**src/rtl/morse_decoder_if.sv**
```systemverilog
// Morse decoder bus: serial line in, decoded letter/status out.
// The transmitter side is master; the decoder side is slave.
interface morse_decoder_if;
    logic        DotDashIn;
    logic [2:0]  Letter;
    logic        LetterValid;
    logic        Error;
    logic [11:0] Pattern;
    logic        Busy;

    modport master (
        output DotDashIn,
        input  Letter,
        input  LetterValid,
        input  Error,
        input  Pattern,
        input  Busy
    );

    modport slave (
        input  DotDashIn,
        output Letter,
        output LetterValid,
        output Error,
        output Pattern,
        output Busy
    );
endinterface

```
**src/rtl/morse_decoder.sv**
```systemverilog
// Morse decoder: samples a 12-unit serial frame at mid-unit and
// matches it against an 8-letter table (A..H).
module morse_decoder #(
    parameter int TICK_DIV = 250
) (
    input  logic ClockIn,
    input  logic Reset,
    morse_decoder_if.slave bus
);
    localparam int PW = $clog2(TICK_DIV);
    localparam logic [PW-1:0] HALF = PW'(TICK_DIV / 2 - 1);
    localparam logic [PW-1:0] FULL = PW'(TICK_DIV - 1);

    typedef enum logic [1:0] {
        IDLE,
        CAPTURE,
        CHECK
    } state_t;

    state_t        state, stateNxt;
    logic          syncA, syncS, syncSd;
    logic [PW-1:0] phase, phaseNxt;
    logic [3:0]    bitCnt, bitCntNxt;
    logic [11:0]   capReg, capNxt;
    logic [11:0]   patReg, patNxt;
    logic [2:0]    letReg, letNxt;
    logic          lvReg, lvNxt;
    logic          errReg, errNxt;
    logic          hit;
    logic [2:0]    code;

    // Two-flop synchronizer plus a delayed copy for edge detection
    always_ff @(posedge ClockIn or posedge Reset) begin
        if (Reset) begin
            syncA  <= 1'b0;
            syncS  <= 1'b0;
            syncSd <= 1'b0;
        end else begin
            syncA  <= bus.DotDashIn;
            syncS  <= syncA;
            syncSd <= syncS;
        end
    end

    // Letter table lookup on the captured frame
    always_comb begin
        hit  = 1'b1;
        code = 3'd0;
        case (capReg)
            12'hB80: code = 3'd0;
            12'hEA8: code = 3'd1;
            12'hEBA: code = 3'd2;
            12'hEA0: code = 3'd3;
            12'h800: code = 3'd4;
            12'hAE8: code = 3'd5;
            12'hEE8: code = 3'd6;
            12'hAA0: code = 3'd7;
            default: hit  = 1'b0;
        endcase
    end

    // Next-state and datapath updates
    always_comb begin
        stateNxt  = state;
        phaseNxt  = phase;
        bitCntNxt = bitCnt;
        capNxt    = capReg;
        patNxt    = patReg;
        letNxt    = letReg;
        lvNxt     = 1'b0;
        errNxt    = 1'b0;
        case (state)
            IDLE: begin
                if (syncS && !syncSd) begin
                    stateNxt  = CAPTURE;
                    phaseNxt  = HALF;
                    bitCntNxt = 4'd0;
                end
            end
            CAPTURE: begin
                if (phase == '0) begin
                    capNxt    = {capReg[10:0], syncS};
                    bitCntNxt = bitCnt + 4'd1;
                    phaseNxt  = FULL;
                    if (bitCnt == 4'd0 && !syncS) begin
                        stateNxt = IDLE;
                    end else if (bitCnt == 4'd11) begin
                        stateNxt = CHECK;
                    end
                end else begin
                    phaseNxt = phase - PW'(1);
                end
            end
            CHECK: begin
                patNxt   = capReg;
                stateNxt = IDLE;
                if (hit) begin
                    lvNxt  = 1'b1;
                    letNxt = code;
                end else begin
                    errNxt = 1'b1;
                end
            end
            default: stateNxt = IDLE;
        endcase
    end

    // State and datapath registers
    always_ff @(posedge ClockIn or posedge Reset) begin
        if (Reset) begin
            state  <= IDLE;
            phase  <= '0;
            bitCnt <= 4'd0;
            capReg <= 12'h000;
            patReg <= 12'h000;
            letReg <= 3'd0;
            lvReg  <= 1'b0;
            errReg <= 1'b0;
        end else begin
            state  <= stateNxt;
            phase  <= phaseNxt;
            bitCnt <= bitCntNxt;
            capReg <= capNxt;
            patReg <= patNxt;
            letReg <= letNxt;
            lvReg  <= lvNxt;
            errReg <= errNxt;
        end
    end

    assign bus.Letter      = letReg;
    assign bus.LetterValid = lvReg;
    assign bus.Error       = errReg;
    assign bus.Pattern     = patReg;
    assign bus.Busy        = (state != IDLE);
endmodule

```
**src/flat_wrapper.sv**
```systemverilog
// flat-port wrapper written by rule: the top's interface ports become plain ports
module morse_decoder_flat 
#(
    parameter int TICK_DIV = 250
)
  (ClockIn, Reset, bus_DotDashIn, bus_Letter, bus_LetterValid, bus_Error, bus_Pattern, bus_Busy);
  morse_decoder_if bus_i ();
  input  logic ClockIn;
  input  logic Reset;
  input wire logic [$bits(bus_i.DotDashIn)-1:0] bus_DotDashIn;
  output wire logic [$bits(bus_i.Letter)-1:0] bus_Letter;
  output wire logic [$bits(bus_i.LetterValid)-1:0] bus_LetterValid;
  output wire logic [$bits(bus_i.Error)-1:0] bus_Error;
  output wire logic [$bits(bus_i.Pattern)-1:0] bus_Pattern;
  output wire logic [$bits(bus_i.Busy)-1:0] bus_Busy;
  assign bus_i.DotDashIn = bus_DotDashIn;
  assign bus_Letter = bus_i.Letter;
  assign bus_LetterValid = bus_i.LetterValid;
  assign bus_Error = bus_i.Error;
  assign bus_Pattern = bus_i.Pattern;
  assign bus_Busy = bus_i.Busy;
  morse_decoder #(.TICK_DIV(TICK_DIV)) u_core (.ClockIn(ClockIn), .Reset(Reset), .bus(bus_i));
endmodule
```
**config.mk**
```make
export PLATFORM = sky130hd
export DESIGN_NAME = morse_decoder_flat
export DESIGN_NICKNAME = d
export VERILOG_FILES = /design/src/rtl/morse_decoder_if.sv /design/src/rtl/morse_decoder.sv /design/src/flat_wrapper.sv
export SDC_FILE = /design/constraint.sdc
export NUM_CORES = 1
export LEC_CHECK = 0
export BUFFER_PORTS_ARGS = -buffer_cell sky130_fd_sc_hd__buf_2
export CAP_MARGIN = 0
export CORE_MARGIN = 3
export CORE_UTILIZATION = 45
export DETAILED_ROUTE_END_ITERATION = 8
export SLEW_MARGIN = 5
export SYNTH_ARGS = -nofsm -noshare
export SYNTH_HDL_FRONTEND = slang
export SYNTH_SLANG_ARGS = --single-unit
```
**constraint.sdc**
```tcl
create_clock -name ClockIn -period 5.6 [get_ports ClockIn]
set_input_delay 1.12 -clock ClockIn [delete_from_list [all_inputs] [get_ports ClockIn]]
set_output_delay 1.12 -clock ClockIn [all_outputs]
set_load 0.02 [all_outputs]
```
# Word level (Yosys, flattened, before mapping)
# Index checks and enable logic that the tools add are counted.
# classes
addsub,2
mux,17
n_reduce_logical,15
eq_ne,14
# op_table
cell,count
$eq A12 B12 Y1 const B,8
$pmux W3 S7,1
$mux W8,2
$pmux W8 S2,1
$logic_not A8 Y1,1
$mux W2,4
$mux W4,2
$pmux W4 S2,1
$reduce_or A8 Y1,1
$sub A8 B1 Y8 const B,1
$reduce_and A2 Y1,3
$reduce_and A3 Y1,2
$mux W1,5
$add A4 B1 Y4 const B,1
$eq A4 B4 Y1 const B,1
$logic_not A4 Y1,1
$ne A2 B1 Y1 const B,2
$pmux W2 S2,1
$reduce_bool A2 Y1,2
$ne A3 B1 Y1 const B,1
$eq A2 B1 Y1 const B,1
$eq A2 B2 Y1 const B,1
$logic_and A1 B1 Y1,2
$logic_not A1 Y1,2
$logic_not A2 Y1,1
# totals
output_inout_bits,18
register_bits,46
inputBits,3

# Logic depth before layout (Yosys ltp)
# Gate-level depths: netlist of the first run.
# logic_depth
depth_word,5
ltp_mapped,7
ltp_nobuf,7

# Least setup slack after synthesis of the first run
# Ideal clock, no wire load.
# synth_path
kind,reg-to-output
from,reg u_core.state[0]
to,out bus_Busy
path_stages_with_launch,3
n_path_buf,1
required_time_ps,4480
arrival_ps,898
path_slack_ps,3582
path_cell_list,dfrtp_1 > clkbuf_1 > or2_2
# synth_between
elab_chain_cells,1
# synth_rtl
element,line_no,rtl
start: declaration,morse_decoder.sv:20,"state_t state, stateNxt;"
start signal: assignment,morse_decoder.sv:120,state <= stateNxt;
$reduce_bool A2 Y1,morse_decoder.sv:135,assign bus.Busy = (state != IDLE);
end: declaration,flat_wrapper.sv:15,output wire logic [$bits(bus_i.Busy)-1:0] bus_Busy;
# Every way passes these cells.

# Worst setup path in the final report of the first run
# Same ends and word-level chain as after synthesis.

==> results.md, run 1 <==
* Status: finished, final reports clean
* Peak supply drop at 208 uV
* Final Slew Violations at 0
* Synth area leaders: dfrtp_1, nand2_1, mux2_1
* Die X at 75.7 microns
* Dpl cells at 296
* Total power at 0.000827 W
* Async SR Flop Fraction at 100%
* Post-Layout Inst Area at 2470 sq um
* Sink Count at 46
* IO Pins at 21
* Vias in the first global route at 1443
* Most used routing layer: met1
* Met2 Usage GRT at 23.1%
* Max Cap Viol at 0
* Reg-to-reg slack, setup at 3.36 ns
* YS warnings at 0
* Delay-heaviest family, CP: flip-flops
* Final nets at 245
* Core area at 4530 sq um
* M3 GR Usage at 3.30%
* Cell taking the most area after synthesis: dfrtp_1
* Final core utilization at 54.6%
* Residual DRC at 0
* Share of cells above drive strength 1 at 18.8%
* Setup crit start: u_core.state[0]
* CTS max path bufs at 2
* WP buf/inv at 1
* Final period util at 42.8%
* # resized after CTS at 0
* Top_reg_cell synth: dfrtp_1
* Post-DRT Antenna Nets at 0
* Initial core utilization at 48.2%
* Detailed placement HPWL at 2800 microns
* Final cell count without fillers at 304
* DRT Pass-1 Iters at 4
* Sequential fraction of the synthesis area at 52.7%
* Crit-path cells: or2_2 -> buf_2
* Worst Path Arrival at 1.28 ns
* Final Setup Violations at 0
* Routed len/inst at 13.8 microns
* Hold path start: u_core.syncA
* R2r startpoint: u_core.phase[2]
* Final Hold Viols at 0
* Crit path max fanout at 12
* Setup crit end: bus_Busy
* Total grt overflow at 0
* Mapped Area at 2190 sq um
* Switch share at 27.3%
* Logic pwr share at 13.7%
* GRT Util Overall at 16.6%
* Routability cong. at 0.780
* Cell Area, Placed at 2330 sq um
* RSZ-0062 raised after global routing: no
* Crit-path max cell delay at 0.50 ns
* Actual slew at the worst max-slew pin at 1.02 ns
* Critical path required time at 4.48 ns
* Setup Fix Bufs, Post-CTS at 0
* Leakage at 1.21 nW
* DRT iter0 DRCs at 78
* ANT cells at 0
* CP Launch Type: register
* Initial antenna violation count at 0
* Post-synth net total at 225
* Clock slew at reported path FFs at 0.08 ns
* Clk network pwr share at 36.8%
* Pwr per Cell Area at 334 nW/um^2
* Setup TNS at 0 ns
* Hold-fix buffers, CTS at 0
* H-tree Lvls at 2
* Hold Path Class: reg -> reg
* Clock Latency Late Sink at 0.30 ns
* CTS buffer count at 5
* Slew headroom at 31.7%
* Netlist cell types at 46
* Mean Syn Cell Area at 10.0 sq um
* RR Endpoint: u_core.capReg[0]
* Vias after detailed routing at 1559
* Port bufs at 20
* Fin crit period at 2.40 ns
* First-pass GRT wire length at 7130 microns
* Cell internal pwr at 0.000601 W
* Share of the synthesized area in the top cell type at 52.7%
* Critical path's slowest cell: dfrtp_1
* Number of enable flip-flop cells after synthesis at 0
* Worst Skew at 0.0109 ns
* Critical path class: reg -> out
* FF+latch count, synth at 46
* Die height at 75.7 microns
* Critical path endpoint category: primary output
* CTS Root Cell: clkbuf_8
* DRT Wirelength at 4210 microns
* Largest net degree at the start of global routing at 47
* Area Growth Syn to Fin at 13.2%
* CTS tree: done
* Vias/cell at 5.13
* Synth Instances at 218
* NetSw at 0.000226 W
* Reg2reg path depth at 3
* Fmax at 417 MHz
* GR Util met1 at 25.5%
* CP Depth at 2
* Full die area at 5730 sq um
* # rows at 24
* Sequential share of power at 49.5%
-- Yosys cell counts, types with 5 or more instances --
cell type / n
a21oi_1: 12
nor3_1: 6
mux2_1: 7
nand3_1: 5
nor2_1: 8
mux2_2: 5
nand2_1: 48
inv_1: 11
o21ai_1: 12
dfrtp_1: 46
-- worst register-to-register path: cells and delay by family (launching register included) --
kind / cells / cell delay (ns)
simple gates: 2 / 1.12
mux: 1 / 0.56
flops: 1 / 0.44
-- stage by stage --
step | setup slack, ns | hold slack [ns]
finish | 3.20 | 0.356
detailed placement | 3.36 | 0.341
CTS | 3.20 | 0.360
global route | 3.16 | 0.364
floorplan | 3.39 | 0.331
global placement | 3.37 | 0.337
-- layout by cell type, fill, tap and decap left out, drive strengths merged, types with 2 or more instances in the layout --
cell	count
nand2b	4
buf	20
dfrtp	46
inv	11
or2	2
o21ai	16
mux2	13
nand3	5
nor4	4
ha	4
o22ai	2
a21oi	13
nor2b	3
or4	3
clkbuf	6
o21bai	2
xnor2	2
bufinv	2
a31oi	2
nand2	48
nor2	8
nor3	7
and3	2
-- worst min path at each step --
stage | to | slack (ns) | depth (start not counted)
floorplan | u_core.syncS | 0.33 | 0
global placement | u_core.syncS | 0.34 | 0
detailed placement | u_core.syncS | 0.34 | 0
CTS | u_core.syncS | 0.36 | 0
global route | u_core.syncS | 0.36 | 0
finish | u_core.syncS | 0.36 | 0
-- cell type report --
cell class,instances,area (sq um)
Clock buffer,6,82.6
Clock inverter,2,60.1
Fill cell,429,2060
Inverter,11,41.3
Multi-Input combinational cell,154,957
Sequential cell,46,1150
Tap cell,65,81.3
Timing Repair Buffer,20,100
-- registers in the layout, indices dropped and copies added (netlist names) --
register / flops
u_core.syncS: 1
u_core.capReg: 12
u_core.bus.Pattern: 12
u_core.bitCnt: 4
u_core.state: 2
u_core.syncSd: 1
u_core.bus.Letter: 3
u_core.bus.Error: 1
u_core.phase: 8
u_core.bus.LetterValid: 1
u_core.syncA: 1
-- cell families after synthesis --
family	after synthesis	share of synthesized area [%]
muxes	13	6.87
xor gates and xnor gates	2	0.802
DFF	46	52.7
adders and majority gates	4	2.29
and+or+nand+nor	93	21.0
buffers and inverters	18	3.55
AOI/OAI and AO/OA	42	12.8
-- power by group through the flow --
stage | clock (W) | combinational (W) | sequential, W
detailed placement | 0 | 0.000112 | 0.000415
floorplan | 0 | 0.0000930 | 0.000403
finish | 0.000304 | 0.000113 | 0.000409
CTS | 0.000312 | 0.000114 | 0.000409
global placement | 0 | 0.000109 | 0.000414
global route | 0.000325 | 0.000127 | 0.000418
-- metal layers --
layer | vias to the layer above | wire length, microns
li1 | 798 | -
met3 | 7 | 121
met5 | - | 0
met1 | 732 | 2270
met4 | 0 | 64
met2 | 22 | 1750
Note: power is estimated with default switching activity, not from simulation.
==> run 2, diff against run 1 <==
Clock period 5.6 ns to 2.49 ns, I/O delays scaled along.
==> results.md, run 2 (synthesized netlist as in run 1, its figures left out) <==
* Max Cap Viol at 0 (unchanged)
* Critical path required time at 2.69 ns (was 4.48 ns)
* H-tree Lvls at 2 (unchanged)
* Core area at 4530 sq um (unchanged)
* Full die area at 5730 sq um (unchanged)
* Pwr per Cell Area at 705 nW/um^2 (was 334 nW/um^2)
* Vias/cell at 5.19 (was 5.13)
* Final Hold Viols at 0 (unchanged)
* Reg-to-reg slack, setup at 0.52 ns (was 3.36 ns)
* Hold-fix buffers, CTS at 0 (unchanged)
* Fin crit period at 1.97 ns
* Setup TNS at 0 ns (unchanged)
* CTS buffer count at 5 (unchanged)
* DRT Pass-1 Iters at 4 (unchanged)
* Critical path's slowest cell: or4b_4 (was dfrtp_1)
* # rows at 24 (unchanged)
* Sink Count at 46 (unchanged)
* Vias in the first global route at 1482 (was 1443)
* Crit-path cells: or4b_4 -> a211oi_2 -> o21bai_2 -> a21oi_4 -> mux2_4 (was or2_2 -> buf_2)
* Routed len/inst at 13.9 microns (was 13.8 microns)
* Final core utilization at 54.6% (about the same)
* Critical path endpoint category: register (was primary output)
* IO Pins at 21 (unchanged)
* DRT iter0 DRCs at 97 (was 78)
* Initial core utilization at 48.2% (unchanged)
* First-pass GRT wire length at 7220 microns (was 7130 microns)
* Logic pwr share at 14.4% (was 13.7%)
* Die X at 75.7 microns (unchanged)
* Area Growth Syn to Fin at 13.2% (about the same)
* Clock Latency Late Sink at 0.30 ns (about the same)
* Critical path class: reg -> reg (was reg -> out)
* Worst Skew at 0.0111 ns (was 0.0109 ns)
* Total grt overflow at 0 (unchanged)
* Total power at 0.00174 W (was 0.000827 W)
* Die height at 75.7 microns (unchanged)
* NetSw at 0.000520 W (was 0.000226 W)
* Most frequent cells in the layout: nand2_1, dfrtp_1, buf_2, o21ai_1, a21oi_1 (unchanged)
* RR Endpoint: u_core.bus.Letter[1] (was u_core.capReg[0])
* Detailed placement HPWL at 2910 microns (was 2800 microns)
* CTS max path bufs at 2 (unchanged)
* ANT cells at 0 (unchanged)
* Clock slew at reported path FFs at 0.10 ns (was 0.08 ns)
* Final nets at 249 (was 245)
* CP Launch Type: register (unchanged)
* Final cell count without fillers at 308 (was 304)
* Initial antenna violation count at 0 (unchanged)
* R2r startpoint: u_core.capReg[3] (was u_core.phase[2])
* Routability cong. at 0.819 (was 0.780)
* Slew headroom at 60.4% (was 31.7%)
* # resized after CTS at 0 (unchanged)
* Residual DRC at 0 (unchanged)
* Clk network pwr share at 32.7% (was 36.8%)
* Status: finished, final reports clean (unchanged)
* Setup Fix Bufs, Post-CTS at 0 (unchanged)
* Largest net degree at the start of global routing at 47 (unchanged)
* Hold path start: bus_DotDashIn (was u_core.syncA)
* Sequential share of power at 52.8% (was 49.5%)
* Leakage at 1.21 nW (about the same)
* CTS tree: done (unchanged)
* Final Slew Violations at 0 (unchanged)
* Crit-path max cell delay at 0.58 ns (was 0.50 ns)
* Post-DRT Antenna Nets at 0 (unchanged)
* Cell internal pwr at 0.00122 W (was 0.000601 W)
* Port bufs at 20 (unchanged)
* RSZ-0062 raised after global routing: no (unchanged)
* Vias after detailed routing at 1600 (was 1559)
* Final period util at 79.2%
* Worst Path Arrival at 2.17 ns (was 1.28 ns)
* GRT Util Overall at 16.6% (about the same)
* Hold Path Sink: u_core.syncA (was u_core.syncS)
* Actual slew at the worst max-slew pin at 0.594 ns (was 1.02 ns)
* Fmax at 507 MHz
* DRT Wirelength at 4280 microns (was 4210 microns)
* Crit path max fanout at 10 (was 12)
* Hold Path Depth at 1 (was 0)
* Hold Path Class: in -> reg (was reg -> reg)
* Reg2reg path depth at 5 (was 3)
* Peak supply drop at 344 uV (was 208 uV)
* Most common cell after layout, fill and taps aside: nand2_1 (unchanged)
* Switch share at 29.8% (was 27.3%)
* CTS Root Cell: clkbuf_8 (unchanged)
* Dpl cells at 300 (was 296)
* Final Setup Violations at 0 (unchanged)
* Share of cells above drive strength 1 at 20.2% (was 18.8%)
==> run 2: critical path: cells and delay by family (launching register included) <==
family             cells  cell delay [ns]
and+or+nand+nor        1             0.58
DFF                    1             0.48
muxes                  1             0.31
AOI/OAI and AO/OA      3             0.50
==> run 2: per-stage QoR <==
stage	setup WS [ns]	cell area (sq um)	hold WS, ns
2_1_floorplan	0.596	2190	0.331
3_3_place_gp	0.563	2360	0.334
3_5_place_dp	0.533	2360	0.338
4_1_cts	0.519	2470	0.293
5_1_grt	0.445	2470	0.297
6_report	0.517	2470	0.301
==> run 2: power groups by stage <==
stage,combinational (W),sequential [W],clock (W)
floorplan,0.000209,0.000907,0
global placement,0.000245,0.000933,0
detailed placement,0.000250,0.000934,0
CTS,0.000253,0.000920,0.000577
global route,0.000287,0.000937,0.000608
finish,0.000251,0.000922,0.000571
==> run 2: area by class of cell <==
cell class	instances	area, sq um
Clock buffer	5	68.8
Clock inverter	3	45.0
Fill cell	424	2060
Inverter	11	41.3
Multi-Input combinational cell	154	957
Sequential cell	46	1150
Tap cell	65	81.3
Timing Repair Buffer	24	130
==> run 2: how the worst max path moves through the flow <==
stage / from / end / slack, ns / depth (start not counted)
2_1_floorplan: u_core.capReg[3] / u_core.bus.Letter[1] / 0.60 / 6
3_3_place_gp: u_core.capReg[3] / u_core.bus.Letter[1] / 0.56 / 5
3_5_place_dp: u_core.capReg[3] / u_core.bus.Letter[1] / 0.53 / 5
4_1_cts: u_core.capReg[3] / u_core.bus.Letter[1] / 0.52 / 5
5_1_grt: u_core.capReg[3] / u_core.bus.Letter[1] / 0.45 / 5
6_report: u_core.capReg[3] / u_core.bus.Letter[1] / 0.52 / 5
==> run 2: per-layer routing <==
layer	routed length (microns)	GRT usage, %	up-vias
li1	-	-	809
met1	2400	25.6	753
met2	1690	23.2	31
met3	128	3.17	7
met4	62	5.83	0
met5	0	0	-
